<file path="src/rtl/pipe_pkg.sv">
// Shared pipeline-register defaults: standard widths and the core's control-vector layout.
// ID/EX, EX/MEM and MEM/WB instances take their kill masks from here.
package pipe_pkg;

  localparam int unsigned DATA_W_DEF = 32;
  localparam int unsigned REG_W_DEF  = 5;
  localparam int unsigned CTRL_W_DEF = 8;
  localparam int unsigned CNT_W_DEF  = 16;

  // Control vector layout: WB in the low bits, then M, then EX.
  localparam int unsigned CTRL_WB_LSB = 0;
  localparam int unsigned CTRL_M_LSB  = 2;
  localparam int unsigned CTRL_EX_LSB = 5;

  localparam logic [CTRL_W_DEF-1:0] CTRL_WB_MASK = 8'b0000_0011;
  localparam logic [CTRL_W_DEF-1:0] CTRL_M_MASK  = 8'b0001_1100;
  localparam logic [CTRL_W_DEF-1:0] CTRL_EX_MASK = 8'b1110_0000;

  // Each stage only kills the control fields still ahead of it.
  localparam logic [CTRL_W_DEF-1:0] KILL_MASK_ID_EX  = CTRL_WB_MASK | CTRL_M_MASK | CTRL_EX_MASK;
  localparam logic [CTRL_W_DEF-1:0] KILL_MASK_EX_MEM = CTRL_WB_MASK | CTRL_M_MASK;
  localparam logic [CTRL_W_DEF-1:0] KILL_MASK_MEM_WB = CTRL_WB_MASK;

endpackage

</file>
<file path="src/rtl/pipe_sat_counter.sv">
// Saturating event counter with synchronous clear, clocked on the selected capture edge.
module pipe_sat_counter
  import pipe_pkg::*;
#(
  parameter int unsigned CNT_W    = CNT_W_DEF,
  parameter bit          NEG_EDGE = 1'b1
) (
  input  logic             clk_i,
  input  logic             rst_n_i,
  input  logic             inc_i,
  input  logic             clr_i,
  output logic [CNT_W-1:0] cnt_o
);

  logic [CNT_W-1:0] cnt_q;
  logic [CNT_W-1:0] cnt_d;

  // Clear beats increment; all-ones is sticky.
  always_comb begin
    cnt_d = cnt_q;
    if (clr_i) begin
      cnt_d = '0;
    end else if (inc_i && (cnt_q != '1)) begin
      cnt_d = cnt_q + CNT_W'(1);
    end
  end

  generate
    if (NEG_EDGE) begin : g_neg
      always_ff @(negedge clk_i or negedge rst_n_i) begin
        if (!rst_n_i) cnt_q <= '0;
        else          cnt_q <= cnt_d;
      end
    end else begin : g_pos
      always_ff @(posedge clk_i or negedge rst_n_i) begin
        if (!rst_n_i) cnt_q <= '0;
        else          cnt_q <= cnt_d;
      end
    end
  endgenerate

  assign cnt_o = cnt_q;

endmodule

</file>
<file path="src/rtl/pipe_stage_reg.sv">
// Parametrised pipeline stage register with stall hold, bubble/flush control kill,
// a valid bit and saturating stall/bubble/flush counters.
module pipe_stage_reg
  import pipe_pkg::*;
#(
  parameter int unsigned        DATA_W         = DATA_W_DEF,
  parameter int unsigned        NUM_DATA       = 3,
  parameter int unsigned        REG_W          = REG_W_DEF,
  parameter int unsigned        NUM_REG        = 4,
  parameter int unsigned        CTRL_W         = CTRL_W_DEF,
  parameter logic [CTRL_W-1:0]  CTRL_KILL_MASK = CTRL_W'(KILL_MASK_ID_EX),
  parameter bit                 NEG_EDGE       = 1'b1,
  parameter int unsigned        CNT_W          = CNT_W_DEF
) (
  input  logic                       clk_i,
  input  logic                       rst_n_i,
  input  logic                       stall_i,
  input  logic                       bubble_i,
  input  logic                       flush_i,
  input  logic                       valid_i,
  input  logic [NUM_REG*REG_W-1:0]   reg_i,
  input  logic [NUM_DATA*DATA_W-1:0] data_i,
  input  logic [CTRL_W-1:0]          ctrl_i,
  input  logic                       clr_cnt_i,
  output logic [NUM_REG*REG_W-1:0]   reg_o,
  output logic [NUM_DATA*DATA_W-1:0] data_o,
  output logic [CTRL_W-1:0]          ctrl_o,
  output logic                       valid_o,
  output logic [CNT_W-1:0]           stall_cnt_o,
  output logic [CNT_W-1:0]           bubble_cnt_o,
  output logic [CNT_W-1:0]           flush_cnt_o
);

  generate
    if ((NUM_DATA < 1) || (NUM_REG < 1) || (CTRL_W < 1)) begin : g_bad_width
      $error("pipe_stage_reg: NUM_DATA, NUM_REG and CTRL_W must be at least 1");
    end
  endgenerate

  logic [NUM_REG*REG_W-1:0]   reg_q,   reg_d;
  logic [NUM_DATA*DATA_W-1:0] data_q,  data_d;
  logic [CTRL_W-1:0]          ctrl_q,  ctrl_d;
  logic                       valid_q, valid_d;
  logic                       stall_ev, bubble_ev, kill;

  // Priority flush > stall > bubble > load; bubble and flush share the same datapath effect.
  always_comb begin
    stall_ev  = stall_i & ~flush_i;
    bubble_ev = bubble_i & ~stall_i & ~flush_i;
    kill      = flush_i | bubble_ev;
    reg_d     = reg_q;
    data_d    = data_q;
    ctrl_d    = ctrl_q;
    valid_d   = valid_q;
    if (!stall_ev) begin
      reg_d   = reg_i;
      data_d  = data_i;
      ctrl_d  = kill ? (ctrl_i & ~CTRL_KILL_MASK) : ctrl_i;
      valid_d = kill ? 1'b0 : valid_i;
    end
  end

  generate
    if (NEG_EDGE) begin : g_neg
      always_ff @(negedge clk_i or negedge rst_n_i) begin
        if (!rst_n_i) begin
          reg_q   <= '0;
          data_q  <= '0;
          ctrl_q  <= '0;
          valid_q <= 1'b0;
        end else begin
          reg_q   <= reg_d;
          data_q  <= data_d;
          ctrl_q  <= ctrl_d;
          valid_q <= valid_d;
        end
      end
    end else begin : g_pos
      always_ff @(posedge clk_i or negedge rst_n_i) begin
        if (!rst_n_i) begin
          reg_q   <= '0;
          data_q  <= '0;
          ctrl_q  <= '0;
          valid_q <= 1'b0;
        end else begin
          reg_q   <= reg_d;
          data_q  <= data_d;
          ctrl_q  <= ctrl_d;
          valid_q <= valid_d;
        end
      end
    end
  endgenerate

  assign reg_o   = reg_q;
  assign data_o  = data_q;
  assign ctrl_o  = ctrl_q;
  assign valid_o = valid_q;

  pipe_sat_counter #(.CNT_W(CNT_W), .NEG_EDGE(NEG_EDGE)) u_stall_cnt (
    .clk_i   (clk_i),
    .rst_n_i (rst_n_i),
    .inc_i   (stall_ev),
    .clr_i   (clr_cnt_i),
    .cnt_o   (stall_cnt_o)
  );

  pipe_sat_counter #(.CNT_W(CNT_W), .NEG_EDGE(NEG_EDGE)) u_bubble_cnt (
    .clk_i   (clk_i),
    .rst_n_i (rst_n_i),
    .inc_i   (bubble_ev),
    .clr_i   (clr_cnt_i),
    .cnt_o   (bubble_cnt_o)
  );

  pipe_sat_counter #(.CNT_W(CNT_W), .NEG_EDGE(NEG_EDGE)) u_flush_cnt (
    .clk_i   (clk_i),
    .rst_n_i (rst_n_i),
    .inc_i   (flush_i),
    .clr_i   (clr_cnt_i),
    .cnt_o   (flush_cnt_o)
  );

endmodule

</file>
<file path="config.mk">
export PLATFORM = sky130hd
export DESIGN_NAME = pipe_stage_reg
export DESIGN_NICKNAME = d
export VERILOG_FILES = /design/src/rtl/pipe_pkg.sv /design/src/rtl/pipe_sat_counter.sv /design/src/rtl/pipe_stage_reg.sv
export SDC_FILE = /design/constraint.sdc
export NUM_CORES = 1
export LEC_CHECK = 0
export CORE_ASPECT_RATIO = 0.9
export CORE_MARGIN = 2
export CORE_UTILIZATION = 35
export DETAILED_ROUTE_END_ITERATION = 8
export PLACE_DENSITY_LB_ADDON = 0.2
export SYNTH_ARGS = -nofsm -noshare
export SYNTH_HDL_FRONTEND = slang
export SYNTH_SLANG_ARGS = --single-unit
</file>
<file path="constraint.sdc">
create_clock -name clk_i -period 2.05 [get_ports clk_i]
set_input_delay 0.205 -clock clk_i [delete_from_list [all_inputs] [get_ports clk_i]]
set_output_delay 0.205 -clock clk_i [all_outputs]
set_load 0.01 [all_outputs]
</file>
# Yosys cells after proc, flatten, opt, wreduce, memory -nomap -nowiden
# Cells that the tools add are included.
# word_totals
reg_bits,173
inputBits,131
elab_cells,33
# classes
addsub,3
n_eq_ne,3
muxes,8
n_bitwise,6
reduce_logical,6
# ops
cell,n
16-bit two-way mux,6
16-bit by 1-bit adder with 16-bit output (second input constant),3
16-bit != test (second input constant),3
8-bit two-way mux,1
2-bit nonzero test,3
1-bit AND,3
1-bit logical AND,3
1-bit NOT,2
1-bit two-way mux,1
1-bit bitwise OR,1

# Depth between registers and ports, before layout
# logic_depth
ltp_word,6
ltp_mapped,7
mapped_depth_nobuf,5

# Hierarchy
# From an unflattened synthesis, not the netlist that was laid out.
# unflattened
cells_unflattened,562
hier_area_um2,7588.5
# by_module_without_submodules
mod,n_inst,cells_each,area_each_um2,seq_area_each_um2
pipe_stage_reg,1,268,4762.1,3128.0
pipe_sat_counter,3,98,942.2,400.4

==> flow_summary.toml <==
[worst_setup_path]
r2r-end = "u_bubble_cnt.cnt_o[5]"
crit_chain = "buf_2"
crit_family = "flip-flops"
cp_num_cells = 1
path_class = "register to output port"
crit_path_end_kind = "output port"
reg2reg_depth = 7
cp-startpoint = "u_stall_cnt.cnt_o[1]"
cp.arrival_ps = 2020
required_ps = 1850
regToRegStartpoint = "u_bubble_cnt.cnt_o[0]"
cpPeakStageDelay_ps = 450
cp-start-kind = "register"
slowest_stage = "dfrtn_1"
regToRegSetupSlack_ps = -20
worstPathBufferInverterCount = 1
crit_end = "stall_cnt_o[1]"
crit_fanout = 3

[cells_and_area]
seq_area_mm2 = 0.00433
antenna_cells = 0
multi_input_area_mm2 = 0.00312
layout-drive-gt1-share_pct = 50.3
stdcell_count = 1278
nets = 1139
fillers = 1660
syn_to_final_growth_pct = 72.1

[pwr]
leakagePower_uw = 0.00584
power_uw = 8530
p_per_area_mw_per_mm2 = 679
ir_worst_vdd_mv = 0.514

[clock_tree]
cts_root_buf = "clkbuf_16"
cts.htree.levels = 4
cts_sinks = 173
clk_latency_ps = 400
tritoncts = "done"
clk_path_buf_depth = 2
cts_inserted_buffers = 17
path_clk_slew_ps = 50

[route]
vias = 6340
post_drt_wl_per_cell_um = 17.6
detail-route-antenna-nets = 0
drt_iter0_markers = 327
firstDrtPassIters = 4
vias_per_cell = 4.96
wl_met3_um = 1940
remaining_drc_errors = 0
maxUsedRoutingLayer = "met4"
wl_met1_um = 8630
wl_met2_um = 11400
wirelength_um = 22500

[synthesis]
synth_fp_nets = 685
syn_area_mm2 = 0.00730
synth_top_family_by_area = "multiplexers"
synth.avg_cell_area_um2 = 13.2
ys_types = 44
synth_compound_area_share_pct = 7.06
synth_xor_area_share_pct = 0.600
ys_seq_elements = 173
synth.area.mux_share_pct = 19.2
synth_seq_area_share_pct = 59.3
synth-adder-area-share_pct = 0.514
synth-simple-area-share_pct = 11.1
ys_warn_count = 0
synthCells = 551

[timing]
finalHoldViolations = 0
max_slew_margin_pct = 65.7
rsz0062_at_grt = "true"
setup_viol = 321
finClkSkew_ps = 7.85
tightest_slew_ps = 513
fin_ws_ps = -179
maxSlewViolCount = 0

[grt]
antenna_found_initial = 0
grt_pass1_vias = 6577
gr-usage-all-layers_pct = 19.8
grt_max_degree = 78
grt_overflow = 0
grt_pass1_wl_um = 34100

[placed_design]
dp_hpwl_um = 15500
place.gp.congestion = 0.881
dp.cells = 1181
port_buffers = 303

[floorplan]
start_util_pct = 35.4
fp-row-count = 50
die_area_mm2 = 0.0220
ioPinCount = 304
core_mm2 = 0.0206
die_y_um = 141
die_w_um = 156

[worst_hold_path]
min_path_type = "register to register"
hold_path_depth = 1

[status]
status = "complete, but fails checks"
violations = "setup timing"

[run]
maxCapViolCount = 0
==> cell usage after synthesis, drive strengths merged <==
| library cell | count | share of area [%] |
|---|---|---|
| ha | 3 | 0.51 |
| and3 | 7 | 0.60 |
| o41ai | 2 | 0.60 |
| nor3 | 5 | 0.41 |
| o31ai | 12 | 1.2 |
| a21oi | 31 | 2.1 |
| mux2i | 3 | 0.41 |
| nor4 | 6 | 0.60 |
| o21ai | 19 | 1.3 |
| xor2 | 4 | 0.48 |
| clkbuf | 6 | 0.31 |
| nor3b | 2 | 0.36 |
| or2 | 1 | 0.086 |
| nor2b | 8 | 0.69 |
| nand2b | 2 | 0.17 |
| and4 | 4 | 0.48 |
| mux2 | 122 | 19 |
| buf | 19 | 1.6 |
| inv | 6 | 0.31 |
| a22o | 9 | 1.1 |
| a211oi | 3 | 0.31 |
| dfrtn | 173 | 59 |
| xnor2 | 1 | 0.12 |
| nand4 | 17 | 1.9 |
| and2 | 2 | 0.17 |
| nand2 | 20 | 1.0 |
| o2111ai | 1 | 0.12 |
| nand3 | 8 | 0.55 |
| and4b | 1 | 0.14 |
| a31oi | 1 | 0.086 |
| or4 | 11 | 1.1 |
| o211ai | 2 | 0.21 |
| nor2 | 20 | 1.0 |
| or3 | 20 | 1.7 |
==> logic make-up after synthesis <==
| logic type | count (synthesis) |
|---|---|
| DFF | 173 |
| buffers and inverters | 31 |
| muxes | 125 |
| and+or+nand+nor | 134 |
| xor gates and xnor gates | 5 |
| AOI/OAI and AO/OA | 80 |
| adders and majority gates | 3 |
==> per-layer routing <==
metal	GRT usage, %	vias to the layer above
met2	34.6	252
met3	7.22	33
met5	0	-
met4	6.57	0
met1	22.5	3121
li1	-	2934
==> repair_timing <==
action / CTS / global route
gates cloned: 6 / 0
pin swaps: 13 / 12
resized for setup: 818 / 70
hold buffers: 0 / 0
setup buffers: 31 / 28
setup endpoints to repair: 346 / 337
==> cell usage in the layout, fill, tap and decap left out, types with 6 or more instances in the layout <==
cell type | Yosys | routed
or4_1 | 11 | 8
buf_2 | 15 | 96
buf_12 | 0 | 9
a21oi_1 | 31 | 28
inv_1 | 6 | 6
or3_1 | 20 | 20
a22o_1 | 9 | 9
buf_16 | 0 | 7
o31ai_1 | 12 | 11
o21ai_0 | 8 | 8
o21ai_1 | 11 | 11
inv_6 | 0 | 6
dfrtn_1 | 173 | 173
buf_4 | 1 | 129
nor2b_1 | 8 | 7
mux2_4 | 0 | 48
nand4_1 | 13 | 13
nand2_1 | 20 | 20
nand3_1 | 8 | 7
nor2_1 | 20 | 20
clkbuf_16 | 0 | 17
buf_6 | 3 | 91
mux2_2 | 116 | 70
and3_1 | 7 | 7
clkdlybuf4s50_1 | 0 | 125
==> report_power, final <==
part           switching, uW  internal [uW]  leakage [uW]
clock                   1540           1780      0.000297
combinational            537            898       0.00340
sequential               127           3650       0.00214
==> registers in the layout (all words and copies together), names as in the netlist <==
name,cells
u_stall_cnt.cnt_o,16
valid_o,1
reg_o,20
u_bubble_cnt.cnt_o,16
u_flush_cnt.cnt_o,16
data_o,96
ctrl_o,8
==> metrics by stage <==
| step | cell area (um2) | setup TNS, ps | setup WS, ps | hold WS (ps) | util (%) |
|---|---|---|---|---|---|
| after CTS | 12000 | -40760 | -202 | 449 | 58.2 |
| after global placement | 11400 | -168840 | -1030 | 447 | 55.0 |
| after detailed placement | 11400 | -173140 | -1090 | 452 | 55.0 |
| after floorplan | 7390 | -40560 | -588 | 504 | - |
| after global routing | 12600 | -46830 | -207 | 460 | 60.8 |
| final | 12600 | -35560 | -179 | 446 | 60.8 |
==> worst min path at each step <==
stage / startpoint / end / slack [ps]
2_1_floorplan: ctrl_o[0] / ctrl_o[0] / 500
3_3_place_gp: data_o[38] / data_o[38] / 450
3_5_place_dp: valid_o / valid_o / 450
4_1_cts: data_o[74] / data_o[74] / 450
5_1_grt: reg_o[13] / reg_o[13] / 460
6_report: reg_o[16] / reg_o[16] / 450
==> final cells by class <==
class                      count  share of cell area, %
clock inverter                14                   1.28
clock buffer                  18                   3.50
timing repair buffer         460                   33.1
multi-input combinational    347                   24.9
tap                          260                   2.59
inverter                       6                  0.179
sequential                   173                   34.5
Power figures use the tool's default switching activity.
